## src/rtl/rv_pkg.sv

```systemverilog
// Shared integer-pipeline definitions: register/word widths, load funct3 codes
// and the writeback queue entry layout.
package rv_pkg;

   localparam int REG_ADDR_W = 5;
   localparam int XLEN       = 32;

   localparam logic [2:0] F3_LB  = 3'b000;
   localparam logic [2:0] F3_LH  = 3'b001;
   localparam logic [2:0] F3_LW  = 3'b010;
   localparam logic [2:0] F3_LBU = 3'b100;
   localparam logic [2:0] F3_LHU = 3'b101;

   typedef struct packed {
      logic [REG_ADDR_W-1:0] rd;
      logic [2:0]            funct3;
      logic [1:0]            addr_lo;
      logic [XLEN-1:0]       rdata;
   } load_entry_t;

   typedef enum logic [1:0] {
      WB_IDLE,
      WB_ALU_ONLY,
      WB_DRAIN,
      WB_STALL
   } wb_sel_t;

endpackage

```

## src/rtl/load_align_ext.sv

```systemverilog
// Selects the addressed byte/halfword of an aligned load word and extends it.
// Purely combinational so it can be shared with the forwarding path.
module load_align_ext
   import rv_pkg::*;
(
   input  logic [2:0]      funct3,
   input  logic [1:0]      addr_lo,
   input  logic [XLEN-1:0] rdata,
   output logic [XLEN-1:0] ext_data
);

   logic [7:0]  byte_sel;
   logic [15:0] half_sel;

   always_comb begin
      byte_sel = rdata[7:0];
      case (addr_lo)
         2'd0: byte_sel = rdata[7:0];
         2'd1: byte_sel = rdata[15:8];
         2'd2: byte_sel = rdata[23:16];
         2'd3: byte_sel = rdata[31:24];
         default: byte_sel = rdata[7:0];
      endcase
      // halfwords are always naturally aligned, so only addr_lo[1] matters
      half_sel = addr_lo[1] ? rdata[31:16] : rdata[15:0];
   end

   always_comb begin
      ext_data = rdata;
      case (funct3)
         F3_LB:   ext_data = {{24{byte_sel[7]}}, byte_sel};
         F3_LBU:  ext_data = {24'h0, byte_sel};
         F3_LH:   ext_data = {{16{half_sel[15]}}, half_sel};
         F3_LHU:  ext_data = {16'h0, half_sel};
         default: ext_data = rdata;
      endcase
   end

endmodule

```

## src/rtl/writeback_unit.sv

```systemverilog
// Owns the register-file write port: ALU results win by default, load responses
// wait in a 2-entry queue, and a starvation counter stalls the ALU when needed.
//
// state    | meaning
// ---------+-----------------------------------------------------------
// IDLE     | queue empty, no ALU result: no write
// ALU_ONLY | ALU result written, queued load (if any) keeps waiting
// DRAIN    | no ALU result, queue head popped and written
// STALL    | starvation limit reached: ALU held, queue head popped
module writeback_unit
   import rv_pkg::*;
#(
   parameter int STARVE_LIMIT = 4
) (
   input  logic                  clk,
   input  logic                  reset,
   input  logic                  alu_valid,
   input  logic [REG_ADDR_W-1:0] alu_rd,
   input  logic [XLEN-1:0]       alu_result,
   output logic                  alu_stall,
   input  logic                  mem_rsp_valid,
   output logic                  mem_rsp_ready,
   input  logic [REG_ADDR_W-1:0] mem_rd,
   input  logic [2:0]            mem_funct3,
   input  logic [1:0]            mem_addr_lo,
   input  logic [XLEN-1:0]       mem_rdata,
   output logic                  rf_we,
   output logic [REG_ADDR_W-1:0] rf_rd,
   output logic [XLEN-1:0]       rf_wdata,
   output logic                  busy
);

   load_entry_t           q [2];
   logic                  wptr;
   logic                  rptr;
   logic [1:0]            count;
   logic [3:0]            wait_cnt;
   logic                  rf_we_q;
   logic [REG_ADDR_W-1:0] rf_rd_q;
   logic [XLEN-1:0]       rf_wdata_q;

   load_entry_t           head;
   logic [XLEN-1:0]       head_ext;
   logic                  full;
   logic                  empty;
   logic                  starved;
   logic                  push;
   logic                  pop;
   wb_sel_t               sel;

   assign head    = q[rptr];
   assign full    = (count == 2'd2);
   assign empty   = (count == 2'd0);
   assign starved = (wait_cnt >= 4'(STARVE_LIMIT));

   assign alu_stall     = starved & ~reset;
   assign mem_rsp_ready = ~full & ~reset;
   assign push          = mem_rsp_valid & mem_rsp_ready;

   always_comb begin
      sel = WB_IDLE;
      if (starved)        sel = WB_STALL;
      else if (alu_valid) sel = WB_ALU_ONLY;
      else if (!empty)    sel = WB_DRAIN;
   end

   assign pop = ((sel == WB_STALL) || (sel == WB_DRAIN)) && !empty;

   load_align_ext u_ext (
      .funct3   (head.funct3),
      .addr_lo  (head.addr_lo),
      .rdata    (head.rdata),
      .ext_data (head_ext)
   );

   always_ff @(posedge clk) begin
      if (push) q[wptr] <= '{rd: mem_rd, funct3: mem_funct3,
                             addr_lo: mem_addr_lo, rdata: mem_rdata};
   end

   always_ff @(posedge clk) begin
      if (reset) begin
         wptr       <= 1'b0;
         rptr       <= 1'b0;
         count      <= 2'd0;
         wait_cnt   <= 4'd0;
         rf_we_q    <= 1'b0;
         rf_rd_q    <= '0;
         rf_wdata_q <= '0;
      end else begin
         if (push) wptr <= ~wptr;
         if (pop)  rptr <= ~rptr;
         count <= count + {1'b0, push} - {1'b0, pop};

         if (empty || pop)          wait_cnt <= 4'd0;
         else if (wait_cnt != 4'hF) wait_cnt <= wait_cnt + 4'd1;

         rf_we_q <= 1'b0;
         case (sel)
            WB_ALU_ONLY: begin
               rf_we_q    <= (alu_rd != '0);
               rf_rd_q    <= alu_rd;
               rf_wdata_q <= alu_result;
            end
            WB_DRAIN, WB_STALL: begin
               if (!empty) begin
                  rf_we_q    <= (head.rd != '0);
                  rf_rd_q    <= head.rd;
                  rf_wdata_q <= head_ext;
               end
            end
            default: rf_we_q <= 1'b0;
         endcase
      end
   end

   // outputs read as zero throughout the reset cycle, not just after it
   assign rf_we    = rf_we_q & ~reset;
   assign rf_rd    = reset ? '0 : rf_rd_q;
   assign rf_wdata = reset ? '0 : rf_wdata_q;
   assign busy     = ~reset & (~empty | rf_we_q);

endmodule

```

## config.mk

```make
export PLATFORM = sky130hd
export DESIGN_NAME = writeback_unit
export DESIGN_NICKNAME = d
export VERILOG_FILES = /design/src/rtl/rv_pkg.sv /design/src/rtl/load_align_ext.sv /design/src/rtl/writeback_unit.sv
export SDC_FILE = /design/constraint.sdc
export NUM_CORES = 1
export LEC_CHECK = 0
export BUFFER_PORTS_ARGS = -buffer_cell sky130_fd_sc_hd__buf_2
export CORE_MARGIN = 2
export CORE_UTILIZATION = 59
export DETAILED_ROUTE_END_ITERATION = 6
export PLACE_DENSITY_LB_ADDON = 0.15
export RECOVER_POWER = 50
export SLEW_MARGIN = 20
export SYNTH_ARGS = -nofsm -noshare
export SYNTH_HDL_FRONTEND = slang
export SYNTH_SLANG_ARGS = --single-unit
```

## constraint.sdc

```tcl
create_clock -name clk -period 10.55 [get_ports clk]
set_input_delay 2.6375 -clock clk [delete_from_list [all_inputs] [get_ports clk]]
set_output_delay 2.6375 -clock clk [all_outputs]
set_load 0.005 [all_outputs]
```

# Word-level counts from Yosys, hierarchy flattened
# Memories as Yosys holds them, arrays and structs flattened. A register that Yosys moved wholly into a read port is not among the register bits.
# Index checks and enable logic that the tools add are counted.
op_classes:
  mux: 18
  n_reduce_logical: 13
  order_cmp: 1
  addsub: 3
  n_bitwise: 11
  n_eq_ne: 12
op_table:
  columns: ["operator", "count"]
  rows:
  - ["$pmux W32 S4", 1]
  - ["$mux W32", 2]
  - ["$pmux W32 S2", 1]
  - ["$pmux W8 S4", 1]
  - ["$mux W16", 1]
  - ["$eq A2 B2 Y1 const B", 5]
  - ["$mux W5", 2]
  - ["$pmux W5 S2", 1]
  - ["$reduce_bool A5 Y1", 2]
  - ["$eq A3 B3 Y1 const B", 2]
  - ["$mux W2", 3]
  - ["$and A1 B1 Y1", 5]
  - ["$mux W1", 5]
  - ["$not A1 Y1", 5]
  - ["$add A4 B1 Y4 const B", 1]
  - ["$eq A2 B1 Y1 const B", 2]
  - ["$ge A4 B3 Y1 const B", 1]
  - ["$logic_not A2 Y1", 2]
  - ["$ne A4 B4 Y1 const B", 1]
  - ["$reduce_or A2 Y1", 2]
  - ["$eq A3 B1 Y1 const B", 1]
  - ["$logic_not A3 Y1", 1]
  - ["$add A2 B1 Y2", 1]
  - ["$logic_or A1 B1 Y1", 2]
  - ["8 further kinds", 8]
word_totals:
  input_bits: 83
  ram_bits: 84
  out_inout_bits: 41
  ff_bits: 46
  n_memories: 1
mem_list:
  columns: ["name", "depth", "word_bits", "read_ports", "rd_clocked_by_memory_dff", "write_ports", "line", "source"]
  rows:
  - ["q", 2, 42, 1, 1, 1, "writeback_unit.sv:33", "load_entry_t q [2];"]

# Longest topological paths before layout
depth:
  word_depth: 9
  mapped_depth: 8

# Hierarchy
# A second synthesis with hierarchy kept.
unflattened:
  cells_unflattened: 518
  hier_area_um2: 6264.8
by_module_without_submodules:
  columns: ["mod", "n_inst", "area_per_inst_um2", "seq_area_each_um2", "cells_each"]
  rows:
  - ["writeback_unit", 1, 5596.6, 3463.3, 407]
  - ["load_align_ext", 1, 668.1, 0.0, 111]

# Worst setup path after synthesis
# Ideal clock, no wire load.
synth_timing:
  path_kind: "in2out"
  startpoint: "in reset"
  endpoint: "out alu_stall"
  stages: 4
  slack_ns: 4.374
  arrival_time_ns: 3.539
  n_path_buf: 3
  required_ns: 7.913
  path_cell_list: "clkbuf_1 -> clkbuf_1 -> clkbuf_1 -> nor2_1"
synth_between:
  elab_chain_cells: 2
synth_rtl:
  columns: ["element", "line", "source"]
  rows:
  - ["from (decl)", "writeback_unit.sv:16", "input logic reset,"]
  - ["$not A1 Y1", "writeback_unit.sv:56", "assign alu_stall = starved & ~reset;"]
  - ["$and A1 B1 Y1", "writeback_unit.sv:56", null]
  - ["to (decl)", "writeback_unit.sv:20", "output logic alu_stall,"]
# Every way passes these cells.

# Worst setup path in the final report
layout_timing:
  startpoint: "in reset"
  endpoint: "out mem_rsp_ready"
layout_between:
  elab_chain_cells: 2
layout_rtl:
  columns: ["element", "line", "source"]
  rows:
  - ["$not A1 Y1", "writeback_unit.sv:57", "assign mem_rsp_ready = ~full & ~reset;"]
  - ["$and A1 B1 Y1", "writeback_unit.sv:57", null]
  - ["to (decl)", "writeback_unit.sv:22", "output logic mem_rsp_ready,"]
# Every way passes these cells.

==> summary.md <==
| Metric | Value |
|---|---|
| CTS tree | `done` |
| Pins Over Slew Limit | `42` |
| Final instance count without filler cells | `750` |
| Share of the synthesized area in compound gates (AO/OA/AOI/OAI) | `13.7%` |
| Via count of the first global-routing pass | `3831` |
| Worst relative slew slack | `-12.3%` |
| Worst Hold End | `wait_cnt[0]` |
| Sequential group share of total power | `38.1%` |
| Total wire length | `12400 µm` |
| Commonest cells after routing, fill and taps aside | `99 x sky130_fd_sc_hd__buf_2, 84 x sky130_fd_sc_hd__edfxtp_1, 46 x sky130_fd_sc_hd__dfxtp_1` |
| Most common cell after layout, fill and taps aside | `sky130_fd_sc_hd__buf_2` |
| Initial cell density of the core | `60.1%` |
| Wire length per cell after detailed routing | `16.5 µm` |
| Worst setup SP type | `input pin` |
| Filler cell count in the final layout | `683` |
| Number of antenna violations at the first check in global routing | `0` |
| Remaining global-route overflow | `0` |
| Hold buffers post-CTS | `0` |
| Floorplan die width | `103 µm` |
| Post-Route Skew | `8.17 ps` |
| Area of the core | `9640 µm²` |
| Count of flip-flops with a built-in enable after synthesis | `84` |
| Total nets after synthesis | `568` |
| Count of standard-cell rows | `36` |
| Input/output buffers | `123` |
| Final-layout setup total negative slack | `0 ps` |
| Worst-path fanout max | `41` |
| YS warnings | `0` |
| Detailed-route via count | `4240` |
| Internal cell power | `1240 µW` |
| Count of TritonRoute iterations in the first routing pass | `6` |
| Worst-skew pair later-pin latency | `510 ps` |
| Max-cap violation count | `1` |
| Synth Flop Type | `sky130_fd_sc_hd__edfxtp_1` |
| Top Ports | `124` |
| Post-synthesis share of cell area spent on xor and xnor gates | `0.605%` |
| H-tree depth reported by CTS | `4` |
| Remaining routing DRC violations | `0` |
| Overall power of the completed layout | `1790 µW` |
| Switch share | `31.0%` |
| Share of flip-flops with an asynchronous set or reset after synthesis | `0%` |
| ANT cells | `0` |
| Number of distinct library cells after synthesis | `46` |
| RSZ-0062 raised after global routing | `no` |
| Clock tree sinks | `131` |
| Violation count after the first detailed-route iteration | `357` |
| Leakage | `0.00268 µW` |
| Final antenna-violating net count | `0` |
| Number of instances in the placed design | `717` |
| Combinational family with the most area after synthesis | `compound AO/OA/AOI/OAI gates` |
| Achievable frequency | `131 MHz` |
| Arrival time reported for the critical path endpoint | `4990 ps` |
| Clock tree root buffer cell | `sky130_fd_sc_hd__clkbuf_8` |
| Worst hold path cell count | `1` |
| Cells resized by post-CTS repair | `0` |
| Total global routing track utilization | `24.2%` |
| Power density over the cells | `255 nW/µm²` |
| Sw Pwr | `555 µW` |
| Kind of path behind the tightest hold check | `reg2reg` |
| Part of the total power dissipated in combinational logic | `30.8%` |
| Cell count of the worst reg-to-reg path | `6` |
| CTS clk-pin slew, worst paths | `50 ps` |
| Post-layout nets | `690` |
| Die Y | `103 µm` |
| Post-Synthesis Mean Instance Area | `12.0 µm²` |
| Post-layout min period | `7620 ps` |
| Pin count of the biggest net entering global routing | `63` |
| First-pass GRT wire length | `18900 µm` |
| Full die area | `10600 µm²` |
| Hold path start | `wait_cnt[0]` |
| Share of the yosys chip area belonging to registers | `59.8%` |
| Per-cell via count in the routed design | `5.65` |
| Fraction of final layout cells sized beyond drive strength 1 | `29.0%` |
| Hold Vio Cnt, Final | `0` |
| Tightest Pin Transition | `1680 ps` |
| Proportion of power drawn by the clock network | `31.1%` |
| Weighted congestion reported at the end of routability-driven placement | `0.927` |
| Period Utilization, post-route | `72.3%` |
| Cell area after synthesis | `5790 µm²` |
| Deepest clock path buffer count | `2` |
| Post-synthesis instance total | `482` |
| Clock buffers created by TritonCTS | `17` |
| Status | `finished with violations` |
| Basic-gate share of the synthesized area counting and, or, nand and nor cells | `12.6%` |
| Required @ worst endpoint | `7910 ps` |
| Post-CTS setup buffer count | `0` |
| Proportion of synthesized area in mux cells | `9.81%` |
| Register bit count reported by yosys | `131` |
| Setup-violating endpoint count in the final report | `0` |
| Layout-stage area growth over the synthesis result | `21.5%` |
| Post-synthesis adder-cell area fraction | `0.648%` |
| Violations in the final reports | `capacitance limit, slew limit` |
| Worst vdd ir | `0.150 mV` |
| Post-detailed-placement half-perimeter wirelength | `8570 µm` |
| Crit Path Category | `in2out` |
| Worst reg-to-reg setup slack | `7630 ps` |
| Capture point of the worst reg-to-reg path | `rf_wdata_q[20]` |
| Capturing element type of the critical path | `primary output` |
[worst max-delay path by stage]
stage	slack, ps	to	cells after the start	startpoint
final	2930	mem_rsp_ready	4	reset
after global routing	2630	mem_rsp_ready	4	reset
after floorplan	4370	alu_stall	4	reset
after detailed placement	4110	mem_rsp_ready	3	reset
after CTS	4120	mem_rsp_ready	3	reset
after global placement	4190	mem_rsp_ready	3	reset
[registers in the layout, indices dropped and copies added, names as in the netlist, named ones only]
name        flops
rf_wdata_q     32
wait_cnt        4
q              84
rf_we_q         1
count           2
rptr            1
rf_rd_q         5
wptr            1
[through the flow]
| step | hold WS [ps] | utilization, % | setup WS [ps] | area (µm²) |
|---|---|---|---|---|
| after floorplan | 408 | - | 4370 | 5790 |
| after global placement | 414 | 67.3 | 4190 | 6490 |
| after detailed placement | 426 | 67.3 | 4110 | 6490 |
| after CTS | 436 | 73.3 | 4120 | 7070 |
| after global routing | 457 | 73.0 | 2630 | 7030 |
| final | 433 | 73.0 | 2930 | 7030 |
[cells in the mapped netlist (5+ instances only)]
cell / instances / share of area (%)
sky130_fd_sc_hd__o21ai_0: 7 / 0.61
sky130_fd_sc_hd__mux2_2: 20 / 3.9
sky130_fd_sc_hd__clkbuf_1: 17 / 1.1
sky130_fd_sc_hd__mux2i_1: 32 / 5.5
sky130_fd_sc_hd__a22oi_1: 7 / 0.91
sky130_fd_sc_hd__nor2_1: 34 / 2.2
sky130_fd_sc_hd__nor3_1: 10 / 0.86
sky130_fd_sc_hd__a211oi_1: 5 / 0.65
sky130_fd_sc_hd__o211ai_1: 5 / 0.65
sky130_fd_sc_hd__a21oi_2: 11 / 1.7
sky130_fd_sc_hd__or2_2: 5 / 0.54
sky130_fd_sc_hd__nand2_1: 35 / 2.3
sky130_fd_sc_hd__nor2b_1: 43 / 4.6
sky130_fd_sc_hd__edfxtp_1: 84 / 44
sky130_fd_sc_hd__dfxtp_1: 47 / 16
sky130_fd_sc_hd__a31oi_1: 5 / 0.54
sky130_fd_sc_hd__o22ai_1: 32 / 3.5
sky130_fd_sc_hd__a21oi_1: 27 / 2.3
[worst max-delay path: stages]
cell and delay [ps]:
sky130_fd_sc_hd__clkbuf_1 660, sky130_fd_sc_hd__clkbuf_1 1290, sky130_fd_sc_hd__a21oi_1 160, sky130_fd_sc_hd__buf_2 230
[power by group through the flow]
stage | registers (µW) | logic, µW | clock network (µW)
floorplan | 676 | 421 | 0
global placement | 692 | 533 | 0
detailed placement | 693 | 546 | 0
CTS | 683 | 551 | 570
global route | 693 | 607 | 593
finish | 683 | 552 | 559
[cell families (layout without fill, tap and decap cells)]
group | Yosys count | count (layout)
buffers and inverters | 32 | 167
other | 1 | 1
AO/OA/AOI/OAI | 114 | 114
adder cells (fa/ha/maj) | 3 | 3
flip-flops | 131 | 131
AND/OR/NAND/NOR | 144 | 144
multiplexers | 53 | 53
XOR/XNOR | 4 | 4
[per-layer routing]
layer	vias up	wire length (µm)	global-route usage (%)
li1	2061	-	-
met1	1954	5460	33.8
met2	202	5600	36.0
met3	23	1070	5.83
met4	0	287	11.2
met5	-	0	0
[area by class of cell]
| type | count | area [µm²] | area share, % |
|---|---|---|---|
| tap | 133 | 166 | 2.37 |
| sequential | 131 | 3460 | 49.3 |
| timing repair buffer | 131 | 638 | 9.07 |
| clock inverter | 9 | 101 | 1.44 |
| inverter | 4 | 15.0 | 0.213 |
| multi-input combinational | 319 | 2170 | 30.8 |
| clock buffer | 23 | 478 | 6.80 |
(Power assumes the default switching activity.)
